## config.mk

```make
export PLATFORM = sky130hd
export DESIGN_NAME = pc_fetch_unit
export DESIGN_NICKNAME = d
export VERILOG_FILES = /design/src/rtl/mips_pc_pkg.sv /design/src/rtl/pc_target_mux.sv /design/src/rtl/pc_fetch_unit.sv
export SDC_FILE = /design/constraint.sdc
export NUM_CORES = 1
export LEC_CHECK = 0
export ABC_AREA = 1
export BUFFER_PORTS_ARGS = -buffer_cell sky130_fd_sc_hd__buf_2
export CORE_MARGIN = 10
export CORE_UTILIZATION = 35
export DETAILED_ROUTE_END_ITERATION = 8
export HOLD_SLACK_MARGIN = 0.03
export PLACE_DENSITY = 0.68
export REMOVE_ABC_BUFFERS = 1
export SLEW_MARGIN = 20
export SYNTH_ARGS = -nofsm -noshare
export SYNTH_HDL_FRONTEND = slang
export SYNTH_SLANG_ARGS = --single-unit
```

## constraint.sdc

```tcl
create_clock -name clk -period 3.4 [get_ports clk]
set_input_delay 0.51 -clock clk [delete_from_list [all_inputs] [get_ports clk]]
set_output_delay 0.51 -clock clk [all_outputs]
set_load 0.01 [all_outputs]
```

## src/rtl/mips_pc_pkg.sv

```systemverilog
// Shared definitions for the MIPS program-counter fetch stage.
//   DEF_RESET_PC   : PC loaded by reset
//   DEF_EXC_VECTOR : redirect target taken on a misaligned jr
//   pc_state_t     : fetch FSM state encoding
//   redirect_src_t : which redirect source won the priority select
package mips_pc_pkg;

  localparam logic [31:0] DEF_RESET_PC   = 32'h0000_0000;
  localparam logic [31:0] DEF_EXC_VECTOR = 32'h0000_0180;

  typedef enum logic {
    BOOT = 1'b0,
    RUN  = 1'b1
  } pc_state_t;

  typedef enum logic [2:0] {
    RD_NONE   = 3'd0,
    RD_BRANCH = 3'd1,
    RD_JUMP   = 3'd2,
    RD_JR     = 3'd3,
    RD_EXC    = 3'd4
  } redirect_src_t;

endpackage

```

## src/rtl/pc_target_mux.sv

```systemverilog
// Combinational redirect select for the fetch stage.
// Picks the winning redirect source (jr > jump > branch) and computes its
// target. A jr with a non-word-aligned target is turned into a redirect to
// the exception vector and flagged as misaligned.
// Ports:
//   pc_plus4          in  32  pc + 4 of the current fetch
//   branch_taken      in  1   conditional branch taken
//   branch_offset_sl2 in  32  sign-extended, pre-shifted branch offset
//   jump              in  1   j/jal redirect
//   jump_index        in  26  instr[25:0]
//   jr                in  1   register-jump redirect
//   jr_target         in  32  rs value
//   redirect_valid    out 1   some redirect is present this cycle
//   redirect_pc       out 32  target of the winning redirect
//   misaligned        out 1   winning redirect is a misaligned jr
module pc_target_mux
  import mips_pc_pkg::*;
#(
  parameter logic [31:0] EXC_VECTOR = DEF_EXC_VECTOR
) (
  input  logic [31:0] pc_plus4,
  input  logic        branch_taken,
  input  logic [31:0] branch_offset_sl2,
  input  logic        jump,
  input  logic [25:0] jump_index,
  input  logic        jr,
  input  logic [31:0] jr_target,
  output logic        redirect_valid,
  output logic [31:0] redirect_pc,
  output logic        misaligned
);

  redirect_src_t src;

  always_comb begin
    src = RD_NONE;
    if (jr) begin
      src = (jr_target[1:0] != 2'b00) ? RD_EXC : RD_JR;
    end else if (jump) begin
      src = RD_JUMP;
    end else if (branch_taken) begin
      src = RD_BRANCH;
    end
  end

  always_comb begin
    redirect_valid = 1'b0;
    redirect_pc    = '0;
    misaligned     = 1'b0;
    case (src)
      RD_BRANCH: begin
        redirect_valid = 1'b1;
        redirect_pc    = pc_plus4 + branch_offset_sl2;
      end
      RD_JUMP: begin
        redirect_valid = 1'b1;
        // j/jal stay inside the 256 MB region of the delay-slot PC
        redirect_pc    = {pc_plus4[31:28], jump_index, 2'b00};
      end
      RD_JR: begin
        redirect_valid = 1'b1;
        redirect_pc    = jr_target;
      end
      RD_EXC: begin
        redirect_valid = 1'b1;
        redirect_pc    = EXC_VECTOR;
        misaligned     = 1'b1;
      end
      default: ;
    endcase
  end

endmodule

```

## src/rtl/pc_fetch_unit.sv

```systemverilog
// Program-counter stage: holds the PC, issues fetch requests over a
// valid/ready handshake, and applies or buffers branch/jump/jr redirects.
//
//   state | meaning
//   ------+------------------------------------------------------
//   BOOT  | first cycle after reset; no fetch request issued
//   RUN   | fetch request always valid; left only via rst_n
//
// Ports:
//   clk, rst_n        in      clock, async active-low reset
//   stall             in  1   hazard hold
//   imem_ready        in  1   instruction memory accepts request
//   branch_taken      in  1   branch resolved taken
//   branch_offset_sl2 in  32  pre-shifted branch offset
//   jump, jump_index  in  1/26 j/jal redirect
//   jr, jr_target     in  1/32 register-jump redirect
//   pc                out 32  current fetch address
//   pc_plus4          out 32  pc + 4
//   imem_valid        out 1   fetch request valid
//   addr_err          out 1   misaligned jr seen last cycle
module pc_fetch_unit
  import mips_pc_pkg::*;
#(
  parameter logic [31:0] RESET_PC   = DEF_RESET_PC,
  parameter logic [31:0] EXC_VECTOR = DEF_EXC_VECTOR
) (
  input  logic        clk,
  input  logic        rst_n,
  input  logic        stall,
  input  logic        imem_ready,
  input  logic        branch_taken,
  input  logic [31:0] branch_offset_sl2,
  input  logic        jump,
  input  logic [25:0] jump_index,
  input  logic        jr,
  input  logic [31:0] jr_target,
  output logic [31:0] pc,
  output logic [31:0] pc_plus4,
  output logic        imem_valid,
  output logic        addr_err
);

  pc_state_t   state, state_nxt;
  logic        imem_valid_nxt;
  logic        advance;
  logic        redirect_valid;
  logic [31:0] redirect_pc;
  logic        misaligned;
  logic        pend_valid;
  logic [31:0] pend_pc;

  assign pc_plus4 = pc + 32'd4;
  assign advance  = imem_valid & imem_ready & ~stall;

  pc_target_mux #(
    .EXC_VECTOR (EXC_VECTOR)
  ) u_target_mux (
    .pc_plus4          (pc_plus4),
    .branch_taken      (branch_taken),
    .branch_offset_sl2 (branch_offset_sl2),
    .jump              (jump),
    .jump_index        (jump_index),
    .jr                (jr),
    .jr_target         (jr_target),
    .redirect_valid    (redirect_valid),
    .redirect_pc       (redirect_pc),
    .misaligned        (misaligned)
  );

  always_ff @(posedge clk or negedge rst_n) begin
    if (!rst_n) begin
      state      <= BOOT;
      imem_valid <= 1'b0;
    end else begin
      state      <= state_nxt;
      imem_valid <= imem_valid_nxt;
    end
  end

  always_comb begin
    state_nxt      = state;
    imem_valid_nxt = 1'b0;
    case (state)
      BOOT: state_nxt = RUN;
      RUN:  state_nxt = RUN;
      default: state_nxt = BOOT;
    endcase
    imem_valid_nxt = (state_nxt == RUN);
  end

  always_ff @(posedge clk or negedge rst_n) begin
    if (!rst_n) begin
      pc         <= RESET_PC;
      pend_valid <= 1'b0;
      pend_pc    <= '0;
      addr_err   <= 1'b0;
    end else begin
      // flagged on sampling, independent of whether the fetch advanced
      addr_err <= misaligned;
      if (advance) begin
        // a fresh redirect supersedes anything still buffered
        if (redirect_valid) begin
          pc <= redirect_pc;
        end else if (pend_valid) begin
          pc <= pend_pc;
        end else begin
          pc <= pc_plus4;
        end
        pend_valid <= 1'b0;
      end else if (redirect_valid) begin
        pend_pc    <= redirect_pc;
        pend_valid <= 1'b1;
      end
    end
  end

endmodule

```

### After elaboration in Yosys (flattened, before gate mapping)

Index checks and enable logic that the tools add are counted.

| word-level totals | value |
|---|---|
| word-level logic and storage cells | 30 |
| output and inout bits | 66 |
| input bits | 97 |
| register bits after elaboration | 67 |

| operators by class | value |
|---|---|
| reductions and logical operators | 4 |
| add/sub/neg operators | 2 |
| equal/unequal tests | 4 |
| bitwise gates (word level) | 4 |
| mux-type cells | 11 |

Operators by type and width:

| cell | number |
|---|---|
| 32-bit case mux with 4 select lines | 1 |
| 32-bit two-way mux | 2 |
| 32-bit by 3-bit adder with 32-bit output (second input constant) | 1 |
| 32-bit adder | 1 |
| 3-bit two-way mux | 3 |
| 3-bit by 2-bit == test with 1-bit output (second input constant) | 2 |
| 1-bit two-way mux | 5 |
| 2-bit nonzero test | 2 |
| 4-bit OR reduction | 1 |
| 3-bit by 1-bit == test with 1-bit output (second input constant) | 1 |
| 3-bit == test (second input constant) | 1 |
| 1-bit bitwise AND | 2 |
| 1-bit inverter | 2 |
| 2-bit AND reduction | 1 |

### Longest topological paths before layout

| depth | value |
|---|---|
| depth after elaboration | 8 |
| gate-level depth with buffers | 26 |
| mapped depth without buffers | 26 |

### Modules after synthesis

A second synthesis with hierarchy kept.

| unflattened totals | value |
|---|---|
| cells, all modules | 1077 |
| area, all modules | 6824.0 um2 |

By module, submodules not included:

| module | cells each | area an instance (um2) | times used | sequential area each (um2) |
|---|---|---|---|---|
| pc_fetch_unit | 433 | 3759.9 | 1 | 1676.6 |
| pc_target_mux | 644 | 3064.2 | 1 | 0.0 |

### Least setup slack after synthesis

OpenSTA, ideal clock, no wires.

| path | value |
|---|---|
| kind | reg-to-reg |
| from | reg pc[3] |
| to | reg pc[27] |
| setup slack | 539 ps |
| path buffers | 0 |
| clock period less this slack | 2861 ps |
| setup time | 117 ps |
| required time | 3283 ps |
| arrival | 2744 ps |
| stages on the path, launching flop included | 22 |
| path through | dfrtp_1 -> ha_1 -> nand3_2 -> nor2_4 -> nand2_2 -> nor2_4 -> nand2_1 -> nor2_2 -> nand3_1 -> and2_1 -> ha_1 -> nand2_1 -> nor2_1 -> inv_1 -> nor3_1 -> nand2_1 -> nand2_1 -> nand2_1 -> nand3_1 -> nand3_1 -> nand2_1 -> nand2_1 |

| on the way | value |
|---|---|
| cells in the longest elaborated chain, start to end | 4 |
| elaborated cells on any way between the ends | 5 |
| those cells by class | 2 x add/sub; 3 x mux |

RTL lines:

| what | RTL line | text |
|---|---|---|
| from (decl) | pc_fetch_unit.sv:37 | `output logic [31:0] pc,` |
| from (signal assigned) | pc_fetch_unit.sv:103 | `pc <= redirect_pc;` |
| from (signal assigned) | pc_fetch_unit.sv:105 | `pc <= pend_pc;` |
| from (signal assigned) | pc_fetch_unit.sv:107 | `pc <= pc_plus4;` |
| 32-bit by 3-bit adder with 32-bit output | pc_fetch_unit.sv:52 | `assign pc_plus4 = pc + 32'd4;` |
| named net pc_plus4[24] | pc_fetch_unit.sv:38 | `output logic [31:0] pc_plus4,` |
| 32-bit adder | pc_target_mux.sv:53 | `redirect_pc = pc_plus4 + branch_offset_sl2;` |
| 32-bit case mux with 4 select lines | pc_target_mux.sv:50 | `case (src)` |
| 32-bit two-way mux | pc_fetch_unit.sv:102 | `if (redirect_valid) begin` |

The timed path passes the listed nets, and every way through them passes these cells.
A chain may end at the register's enable or synchronous reset.

### Worst setup path after layout

| path | value |
|---|---|
| from | reg pc[3] |
| to | reg pc[18] |

| on the way | value |
|---|---|
| cells in the longest elaborated chain, start to end | 4 |
| elaborated cells on any way between the ends | 5 |
| those cells by class | 2 x add/sub; 3 x mux |

RTL lines:

| what | RTL line |
|---|---|
| 32-bit by 3-bit adder with 32-bit output * | pc_fetch_unit.sv:52 |
| 32-bit adder | pc_target_mux.sv:53 |
| 32-bit case mux with 4 select lines | pc_target_mux.sv:50 |
| 32-bit two-way mux * | pc_fetch_unit.sv:102 |

Every way passes the cells marked *; elsewhere a longest branch is shown, timed or not.

==> results.yml <==
outcome:
  status: "finished clean"
floorplan:
  core_area_um2: 19700
  die_y_um: 162
  ioPinCount: 163
  die_area_um2: 26200
  initial_core_util: 0.358
  die_w_um: 162
  num_rows: 51
clock_tree:
  htreeDepth: 3
  cts_tree: "done"
  clockRootBuffer: "clkbuf_16"
  numCtsBuffers: 9
  clockBufferDepth: 2
  clk_transition_reported_paths_ps: 70
  clock_latency_ps: 350
  clock-sinks: 67
global_routing:
  antenna_found_initial: 0
  grt_start_max_net_pins: 45
  globalRouteMet1Util: 0.287
  grt_pass1_vias: 8136
  use_met2: 0.356
  grtUsageTotal: 0.221
  grt_overflow_total: 0
  grt_pass1_wl_um: 45500
  busiest_layer: "met2"
  use_met3: 0.0437
critical_path:
  path_max_fanout: 5
  reg2reg_setup_slack_ps: 180
  worstSetupPathType: "reg2reg"
  worstRegToRegCells: 18
  r2r-end: "pc[18]$_DFFE_PN0P_"
  worst_ep_arrival_time_ps: 3440
  end_kind: "flip-flop"
  start_kind: "flip-flop"
  r2r-start: "pc[3]$_DFFE_PN0P_"
  cp.required_ps: 3630
routing:
  drtAntennaViolNets: 0
  wire_per_inst_um: 17.9
  drtIter0Drc: 553
  drt-total-wl_um: 29600
  drc: 0
  drt-pass1-iter-count: 7
  vias_per_cell: 5.05
  vias: 8340
power:
  power.total_mw: 4.18
  vdd.ir_drop.worst_v: 0.000232
  p_sw_mw: 1.93
  seq_power_share: 0.261
  p_int_mw: 2.25
  pwr-share-clk: 0.234
  power_per_cell_area_nw_per_um2: 475
  pwr-share-comb: 0.505
  p_sw_frac: 0.463
  cellLeakagePower_nw: 5.11
timing:
  slew_headroom: 0.445
  tightest_slew_ps: 832
  hold_violations: 0
  fin_skew_ps: 12.4
  max_freq_ghz: 0.311
  rsz0062_at_grt: "true"
  setup_viol: 0
  hold_slack_ps: 192
  slew_viol_final: 0
  period_needed_ps: 3220
  period_share: 0.946
logic_synthesis:
  ys_types: 42
  synthCells: 1200
  yosys_warnings: 0
  synth_area_um2: 7040
  ys_seq_area_frac: 0.238
  ys_ff_latch: 67
  syn_area_per_cell_um2: 5.87
finish:
  final_common_cell: "nand2_1"
  final_core_utilization: 0.448
  diodes: 0
  layout-drive-gt1-share: 0.204
  final_cells: 1650
  nFillCells: 2212
  layout.nets: 1515
  final_cell_mix: "nand2_1, inv_1, buf_2"
  area_growth_pct: 25.1
job:
  maxCapViolCount: 0
place:
  dp_hpwl_um: 24100
  gp_congestion: 1.01
  dp_cells: 1633
  numPortBuffers: 162
hold_path:
  hp-class: "in2async"
## Yosys cell counts, drive strengths merged
| master | instances | area (µm²) |
|---|---|---|
| a21o | 2 | 15.0 |
| buf | 18 | 92.6 |
| inv | 196 | 736 |
| o211ai | 2 | 15.0 |
| o21ai | 47 | 235 |
| o21bai | 2 | 15.0 |
| ha | 37 | 463 |
| nor2 | 112 | 488 |
| dfrtp | 67 | 1680 |
| clkbuf | 12 | 45.0 |
| o311ai | 1 | 8.76 |
| nand3b | 1 | 7.51 |
| a211oi | 6 | 45.0 |
| nor3b | 1 | 7.51 |
| clkinv | 3 | 11.3 |
| a31oi | 18 | 113 |
| and3 | 2 | 12.5 |
| xnor2 | 4 | 50.1 |
| a221oi | 3 | 26.3 |
| fa | 1 | 20.0 |
| a22o | 21 | 184 |
| nand4 | 7 | 43.8 |
| nand3 | 88 | 455 |
| o21a | 1 | 7.51 |
| xor2 | 14 | 123 |
| and2 | 6 | 37.5 |
| conb | 1 | 3.75 |
| or2 | 3 | 18.8 |
| nor3 | 11 | 55.1 |
| nand2 | 458 | 1750 |
| a21oi | 55 | 275 |
## layout make-up
class                      count  area [µm²]  area share
clock inverter                 6        65.1     0.00739
tap                          265         332      0.0376
timing repair buffer         199        1090       0.124
clock buffer                  10         229      0.0260
sequential                    67        1690       0.191
multi-input combinational    904        4660       0.529
inverter                     199         747      0.0848
## metal layers
layer,share of wire,wire [µm]
met1,0.44,13000
met2,0.45,13400
met3,0.078,2300
met4,0.030,889
met5,0,0
## critical path, cell delays in order (launching register included)
cell and delay [ps]:
dfrtp_1 420, ha_4 180, nand3_4 110, nor2_4 130
nand2_2 100, nor2_4 130, xor2_1 390, ha_1 290
nand2_1 140, nor2_1 290, nand2_1 120, inv_1 60
nand2_1 100, nand2_1 90, nand2_1 50, nand3_1 80
nand2_1 70, o21ai_1 260, nand2_1 80
## power by group through the flow
stage / clock network (mW) / registers, mW / logic [mW]
final: 0.980 / 1.09 / 2.11
after global routing: 1.02 / 1.11 / 2.36
after CTS: 0.991 / 1.08 / 2.05
after detailed placement: 0 / 1.09 / 2.03
after global placement: 0 / 1.08 / 2.02
after floorplan: 0 / 1.10 / 1.18
## how the worst max path moves through the flow
stage	from	end	slack [ps]	cells after the start
6_report	pc[3]$_DFFE_PN0P_	pc[18]$_DFFE_PN0P_	180	18
5_1_grt	pc[3]$_DFFE_PN0P_	pc[18]$_DFFE_PN0P_	-30	18
4_1_cts	pc[10]$_DFFE_PN0P_	pend_pc[31]$_DFFE_PN0P_	8	18
3_5_place_dp	pc[3]$_DFFE_PN0P_	pc[26]$_DFFE_PN0P_	-200	21
3_3_place_gp	pc[3]$_DFFE_PN0P_	pc[26]$_DFFE_PN0P_	-200	21
2_1_floorplan	imem_ready	pend_pc[10]$_DFFE_PN0P_	-60	7
## through the flow
stage                     setup TNS, ps  setup WS [ps]  instance area, µm²
after global placement             -724           -204                8320
after floorplan                   -1100          -57.3                6900
after detailed placement           -839           -195                8320
final                                 0            184                8810
after global routing               -130          -34.2                8810
after CTS                             0           8.09                8640
## cell families after synthesis
kind of cell	count (synthesis)	synth area share
buffers and inverters	229	0.126
flip-flops	67	0.238
XOR/XNOR	18	0.0245
AO/OA/AOI/OAI	158	0.133
other	1	0.000533
adder cells (fa/ha/maj)	38	0.0686
AND/OR/NAND/NOR	689	0.409
## repair_timing
action | 4_1_cts | 5_1_grt
pin swaps | 0 | 2
hold buffers | 0 | 0
endpoints found under the setup margin | 11 | 32
gates resized for setup | 7 | 40
buffers inserted | 0 | 1
## sequential cells by signal (all words and copies together) (netlist names)
register / count
addr_err: 1
pc: 32
pend_pc: 32
pend_valid: 1
state: 1
Power figures use the tool's default switching activity.
